### src/rtl/fir_out_decimator.sv
// FIR output conditioner: warm-up discard, decimation, scale/round/saturate, show-ahead FIFO.
// Optional `FIR_OUT_ROUND_EN selects round-half-up scaling; truncation toward -inf otherwise.
module fir_out_decimator #(
    parameter int IN_W   = 32,
    parameter int OUT_W  = 16,
    parameter int SHIFT  = 15,
    parameter int DECIM  = 4,
    parameter int WARMUP = 8,
    parameter int DEPTH  = 8
) (
    input  logic                       clk,
    input  logic                       rst,
    input  logic [IN_W-1:0]            din,
    input  logic                       din_en,
    output logic [OUT_W-1:0]           m_data,
    output logic                       m_valid,
    input  logic                       m_ready,
    output logic [$clog2(DEPTH):0]     level,
    output logic                       sat_flag,
    output logic                       ovf_flag,
    input  logic                       clr_flags
);

    localparam int AW  = $clog2(DEPTH);
    localparam int LW  = AW + 1;
    localparam int WCW = (WARMUP > 1) ? $clog2(WARMUP) : 1;
    localparam int PCW = (DECIM > 1) ? $clog2(DECIM) : 1;

`ifdef FIR_OUT_ROUND_EN
    localparam logic signed [IN_W:0] BIAS = (IN_W+1)'(1) << (SHIFT - 1);
`else
    localparam logic signed [IN_W:0] BIAS = '0;
`endif

    localparam logic signed [IN_W:0] MAXV = {{(IN_W-OUT_W+2){1'b0}}, {(OUT_W-1){1'b1}}};
    localparam logic signed [IN_W:0] MINV = {{(IN_W-OUT_W+2){1'b1}}, {(OUT_W-1){1'b0}}};

    typedef enum logic {WARM, RUN} state_t;

    state_t         state, state_nxt;
    logic [WCW-1:0] wcnt, wcnt_nxt;
    logic [PCW-1:0] phase, phase_nxt;
    logic           keep;

    always_ff @(posedge clk or posedge rst) begin
        if (rst) begin
            state <= (WARMUP == 0) ? RUN : WARM;
            wcnt  <= '0;
            phase <= '0;
        end else begin
            state <= state_nxt;
            wcnt  <= wcnt_nxt;
            phase <= phase_nxt;
        end
    end

    always_comb begin
        state_nxt = state;
        wcnt_nxt  = wcnt;
        phase_nxt = phase;
        keep      = 1'b0;
        case (state)
            WARM: begin
                if (din_en) begin
                    if (int'(wcnt) == WARMUP - 1) state_nxt = RUN;
                    else                          wcnt_nxt  = wcnt + WCW'(1);
                end
            end
            RUN: begin
                if (din_en) begin
                    keep      = (phase == '0);
                    phase_nxt = (int'(phase) == DECIM - 1) ? '0 : phase + PCW'(1);
                end
            end
            default: state_nxt = WARM;
        endcase
    end

    // Stage 1: extend by one bit so the rounding bias cannot wrap.
    logic signed [IN_W:0] sum;
    logic signed [IN_W:0] s1_r;
    logic                 s1_vld;

    assign sum = $signed({din[IN_W-1], din}) + BIAS;

    always_ff @(posedge clk or posedge rst) begin
        if (rst) begin
            s1_vld <= 1'b0;
            s1_r   <= '0;
        end else begin
            s1_vld <= keep;
            s1_r   <= sum >>> SHIFT;
        end
    end

    // Stage 2: clamp feeds the FIFO write port directly.
    logic [OUT_W-1:0] sat_val;
    logic             clamped;

    always_comb begin
        sat_val = s1_r[OUT_W-1:0];
        clamped = 1'b0;
        if (s1_r > MAXV) begin
            sat_val = MAXV[OUT_W-1:0];
            clamped = 1'b1;
        end else if (s1_r < MINV) begin
            sat_val = MINV[OUT_W-1:0];
            clamped = 1'b1;
        end
    end

    logic [OUT_W-1:0] mem [DEPTH];
    logic [AW-1:0]    rd_ptr, wr_ptr, rd_nxt;
    logic [LW-1:0]    level_nxt;
    logic             full, pop, wr_ok;

    assign full   = (level == LW'(DEPTH));
    assign pop    = m_valid & m_ready;
    assign wr_ok  = s1_vld & (~full | pop);
    assign rd_nxt = rd_ptr + AW'(1);

    always_comb begin
        level_nxt = level;
        case ({wr_ok, pop})
            2'b10:   level_nxt = level + LW'(1);
            2'b01:   level_nxt = level - LW'(1);
            default: level_nxt = level;
        endcase
    end

    always_ff @(posedge clk) begin
        if (wr_ok) mem[wr_ptr] <= sat_val;
    end

    always_ff @(posedge clk or posedge rst) begin
        if (rst) begin
            rd_ptr   <= '0;
            wr_ptr   <= '0;
            level    <= '0;
            m_valid  <= 1'b0;
            m_data   <= '0;
            sat_flag <= 1'b0;
            ovf_flag <= 1'b0;
        end else begin
            level   <= level_nxt;
            m_valid <= (level_nxt != '0);
            if (wr_ok) wr_ptr <= wr_ptr + AW'(1);
            if (pop)   rd_ptr <= rd_nxt;
            // Registered head: the next entry, or the incoming write when it becomes the head.
            if (pop) begin
                if (level == LW'(1)) begin
                    if (wr_ok) m_data <= sat_val;
                end else begin
                    m_data <= mem[rd_nxt];
                end
            end else if (level == '0 && wr_ok) begin
                m_data <= sat_val;
            end
            sat_flag <= (wr_ok & clamped) | (sat_flag & ~clr_flags);
            ovf_flag <= (s1_vld & ~wr_ok) | (ovf_flag & ~clr_flags);
        end
    end

endmodule

### config.mk
export PLATFORM = sky130hd
export DESIGN_NAME = fir_out_decimator
export DESIGN_NICKNAME = d
export VERILOG_FILES = /design/src/rtl/fir_out_decimator.sv
export SDC_FILE = /design/constraint.sdc
export NUM_CORES = 1
export LEC_CHECK = 0
export CAP_MARGIN = 20
export CORE_MARGIN = 2
export CORE_UTILIZATION = 40
export CTS_CLUSTER_DIAMETER = 200
export CTS_CLUSTER_SIZE = 14
export DETAILED_ROUTE_END_ITERATION = 16
export GPL_TIMING_DRIVEN = 0
export PLACE_DENSITY = 0.64
export SLEW_MARGIN = 5
export SYNTH_ARGS = -nofsm -noshare
export SYNTH_HDL_FRONTEND = slang
export SYNTH_SLANG_ARGS = --single-unit
### constraint.sdc
create_clock -name clk -period 7.9 [get_ports clk]
set_input_delay 1.58 -clock clk [delete_from_list [all_inputs] [get_ports clk]]
set_output_delay 1.58 -clock clk [all_outputs]
set_load 0.005 [all_outputs]
Word level (Yosys, flattened, before mapping)
Memory sizes are Yosys's and may differ from the RTL's.
Cells that the tools add are included.
{ "op_classes": {"addsub": 6, "multipliers": 0, "n_div": 0, "order_cmp": 2, "n_eq_ne": 7, "n_shift": 0, "muxes": 17, "n_bitwise": 14, "n_reduce_logical": 8} }
{ "op_table": {"columns": ["operator", "count"], "rows": [
  ["16-bit 2-to-1 mux", 6],
  ["17-bit by 16-bit greater-than comparator with 1-bit output, second input constant", 1],
  ["17-bit by 16-bit < comparator with 1-bit output, second input constant", 1],
  ["3-bit by 1-bit adder with 3-bit output, second input constant", 3],
  ["1-bit 2-to-1 mux", 9],
  ["4-bit case mux with 2 select lines", 1],
  ["1-bit bitwise AND", 6],
  ["1-bit inverter", 5],
  ["4-bit by 1-bit adder with 4-bit output, second input constant", 1],
  ["2-bit by 1-bit equality test with 1-bit output, second input constant", 2],
  ["4-bit by 1-bit equality test with 1-bit output, second input constant", 1],
  ["4-bit equality test, second input constant", 1],
  ["4-bit zero test", 1],
  ["2-bit AND reduction", 2],
  ["4-bit nonzero test", 1],
  ["4-bit by 1-bit subtractor with 4-bit output, second input constant", 1],
  ["3-bit by 1-bit equality test with 1-bit output, second input constant", 1],
  ["3-bit != test, second input constant", 1],
  ["1-bit bitwise OR", 3],
  ["3-bit AND reduction", 1],
  ["2-bit by 1-bit adder with 2-bit output, second input constant", 1],
  ["2-bit equality test, second input constant", 1],
  ["2-bit zero test", 1],
  ["2-bit 2-to-1 mux", 1],
  ["other kinds (2)", 2]
]} }
{ "word_totals": {"ff_bits": 53, "latch_bits": 0, "mem_bits_rw": 128, "romBits": 0, "input_bits": 37, "output_inout_bits": 23, "mem_count": 1} }
{ "memory_table": {"columns": ["memory", "words", "word_bits", "read_ports", "rd_ports_with_merged_regs", "write_ports", "line", "source"], "rows": [
  ["mem", 8, 16, 1, 0, 1, "112", "logic [OUT_W-1:0] mem [DEPTH];"]
]} }

Depth between registers and ports, before layout
{ "logic_depth": {"depth_word": 7, "ltp_mapped": 7} }

Least setup slack after synthesis
Ideal clock, no wire load.
{ "synth_path": {"path_kind": "input to register", "startpoint": "input port m_ready", "endpoint": "memory mem[0][0], enable pin", "setup_ps": 430, "arrival_ps": 3648, "slack_ps": 3822, "path_stages": 4, "n_path_buf": 1, "path_cell_list": "and2_1 clkbuf_1 o21ai_1 nor4_1"} }
{ "synth_via": {"elab_chain_len": 5} }
{ "synth_rtl": {"columns": ["item", "line", "source"], "rows": [
  ["start: declaration", "17", "input logic m_ready,"],
  ["1-bit bitwise AND", "118", "assign pop = m_valid & m_ready;"],
  ["1-bit bitwise OR", "119", "assign wr_ok = s1_vld & (~full | pop);"],
  ["1-bit bitwise AND", "119", null],
  ["1-bit 2-to-1 mux", "132", "if (wr_ok) mem[wr_ptr] <= sat_val;"],
  ["1-bit 2-to-1 mux (implied by the code)", "132", null],
  ["end: declaration", "112", null]
]} }
No other way between the ends.

Worst setup path after layout
{ "layout_path": {"startpoint": "input port m_ready", "endpoint": "memory mem[2][8], enable pin"} }
The elaborated chain is that of the path after synthesis.

==> flow_metrics.py <==
metrics = {
    "cts": {
        "cts_setup_buffers": 0,
        "cts_buffers": 17,
        "clkSinkCount": 181,
        "clk_path_buf_depth": 2,
        "root_buffer": "clkbuf_16",
        "cts_tree": "yes",
        "htree_levels": 4,
        "cts.reportedPaths.clkPinSlew_ps": 60,
        "post_cts_resized": 0,
        "clock_latency_ps": 430,
        "ctsHoldBuffers": 0,
    },
    "global_route": {
        "grt_overflow_total": 0,
        "grt_pass1_vias": 4088,
        "grt_max_degree": 29,
        "grt_antenna_before_repair": 0,
        "grt_use_total": 0.167,
        "grt_pass1_wl_mm": 23.8,
    },
    "pwr": {
        "p_leak_uw": 0.00335,
        "ir_drop_mv": 0.175,
        "power.density_nw_per_um2": 389,
    },
    "synth": {
        "seq_area_frac_synth": 0.697,
        "ys_ff_latch": 181,
        "synth.most_common_cell": "edfxtp_1",
        "synth_edf_count": 128,
        "async_flop_share": 0.293,
        "netlist.area_leader.share": 0.518,
        "syn_area_per_cell_um2": 16.7,
        "yosys.area.top_type": "edfxtp_1",
        "synthCells": 443,
        "ys.flop_type": "edfxtp_1",
        "yosysUniqueCellTypes": 47,
        "syn-num-nets": 489,
        "synth_common_cells": "edfxtp_1, mux2i_1, dfrtp_1",
        "yosys_warnings": 0,
        "synth_area_leaders": "edfxtp_1, dfrtp_1, mux2i_1",
        "synth_area_um2": 7410,
    },
    "timing": {
        "final-hold-violation-count": 0,
        "hold_slack_ps": 489,
        "post-route-period-util": 0.475,
        "min_period_ps": 3750,
        "tightestPinTransition_ps": 1120,
        "finalSetupTns_ps": 0,
        "max_freq_mhz": 267,
        "setup_violations": 0,
        "slew_viol_final": 0,
        "rsz0062_at_grt": "false",
        "slew_headroom": 0.247,
        "fin_skew_ps": 9.25,
    },
    "finish": {
        "syn2layout_area_growth_pct": 20.5,
        "regArea_um2": 5170,
        "layout.nets": 566,
        "drive_gt1_frac": 0.189,
        "multi_input_area_um2": 2090,
        "n_fill_cell": 1408,
        "n_antenna_cell": 0,
    },
    "outcome": {
        "violations": "DRC",
        "status": "complete, but fails checks",
    },
    "job": {
        "maxCapViolCount": 0,
    },
    "detailed_routing": {
        "via_per_inst": 5.27,
        "dr.pass1.iters": 11,
        "antenna_left": 0,
        "drt_iter0_markers": 368,
        "wl_mm": 15.6,
        "routedWlPerCell_um": 20.4,
        "drc": 4,
        "vias": 4014,
    },
    "placement": {
        "portBuffers": 44,
        "dpl.hpwl_mm": 10.4,
        "routabilityCongestion": 0.740,
    },
    "worst_setup_path": {
        "setup.worst_path.end": "mem[2][8]",
        "rrSetupSlack_ps": 5150,
        "worstRegToRegCells": 7,
        "worstSetupStartpoint": "m_ready",
        "path_max_fanout": 7,
        "worstSetupEndpointType": "register",
        "reg2reg_to": "mem[2][8]",
        "cp-start-kind": "input port",
        "crit_type": "input port to register",
        "cp.arrival_ps": 3890,
        "cp.required_ps": 8040,
        "regToRegStartpoint": "level[0]",
    },
    "hold_path": {
        "hold_class": "register to register",
    },
    "floorplanning": {
        "dieArea_um2": 19600,
        "die-height_um": 140,
        "core_um2": 18100,
        "die_w_um": 140,
        "start_util": 0.410,
        "ios": 60,
        "num_rows": 49,
    },
}
## state kept, by name (all words and copies together) (netlist names), 2 cells and up
register,count
mem,128
m_data,16
wcnt,3
wr_ptr,3
rd_ptr,3
level,4
s1_r,17
phase,2
## per-layer routing
| layer | part of all wire | GRT usage | up-vias |
|---|---|---|---|
| met1 | 0.42 | 0.209 | 2047 |
| met5 | 0 | 0 | - |
| li1 | - | - | 1856 |
| met2 | 0.53 | 0.290 | 97 |
| met4 | 0.0092 | 0.0473 | 0 |
| met3 | 0.044 | 0.0424 | 14 |
## area by class of cell
class                           instances  share of cell area
Inverter                                7             0.00294
Multi-Input combinational cell        234               0.234
Timing Repair Buffer                   58              0.0688
Tap cell                              229              0.0321
Buffer                                 21              0.0176
Sequential cell                       181               0.579
Clock inverter                         11              0.0139
Clock buffer                           21              0.0515
## through the flow
stage                     worst slack (ps)  std cells  cell area [um^2]  power, uW   util
after global routing                  4050        762              8930       3650  0.494
final                                 4150        762              8930       3480  0.494
after CTS                             4130        762              8930       3510  0.494
after global placement                1310        716              8140       2610  0.450
after floorplan                       3820        443              7410       2250      -
after detailed placement              3710        730              8350       2680  0.462
## report_power, final
| group | total (uW) | switching [uW] | internal, uW |
|---|---|---|---|
| sequential | 1280 | 108 | 1170 |
| clock | 833 | 348 | 484 |
| combinational | 1360 | 626 | 737 |
| total | 3480 | 1080 | 2390 |
## worst min path at each step
stage	start	cells after the start	slack (ps)	to
floorplan	wcnt[0]	1	450	wcnt[0]
global placement	wcnt[0]	1	460	wcnt[0]
detailed placement	wcnt[0]	1	480	wcnt[0]
CTS	wcnt[0]	1	490	wcnt[0]
global route	wcnt[0]	1	520	wcnt[0]
finish	wcnt[0]	1	490	wcnt[0]
## placed cells by master, fill, tap and decap left out, types with 3 or more instances in the layout
cell,n
edfxtp_1,128
mux2i_1,63
dfrtp_1,53
clkdlybuf4s50_1,44
nand2_1,42
clkbuf_16,17
nor2_1,16
o21ai_0,16
o221a_2,15
buf_6,14
mux4_2,10
ha_1,9
clkbuf_1,8
xnor2_1,7
mux4_1,7
inv_1,6
buf_4,4
mux2_2,4
nand3_1,4
nor3_2,4
clkinv_2,4
buf_8,4
buf_1,3
a21o_1,3
nor2_2,3
inv_6,3
## logic make-up (layout without fill, tap and decap cells)
kind of cell	after synthesis	after routing	share of synthesized area
multiplexers	84	84	0.146
buffers and inverters	28	118	0.0248
adder cells (fa/ha/maj)	9	9	0.0152
XOR/XNOR	9	9	0.0132
AND/OR/NAND/NOR	83	83	0.0493
AO/OA/AOI/OAI	49	49	0.0538
flip-flops	181	181	0.697
## critical path, stage by stage
cell and delay, ps:
clkdlybuf4s50_1 560, and2_1 150, clkbuf_1 230, o21ai_1 310, nor3_2 650, buf_6 240, buf_6 150
No activity file was read; power rests on OpenSTA's default activity.
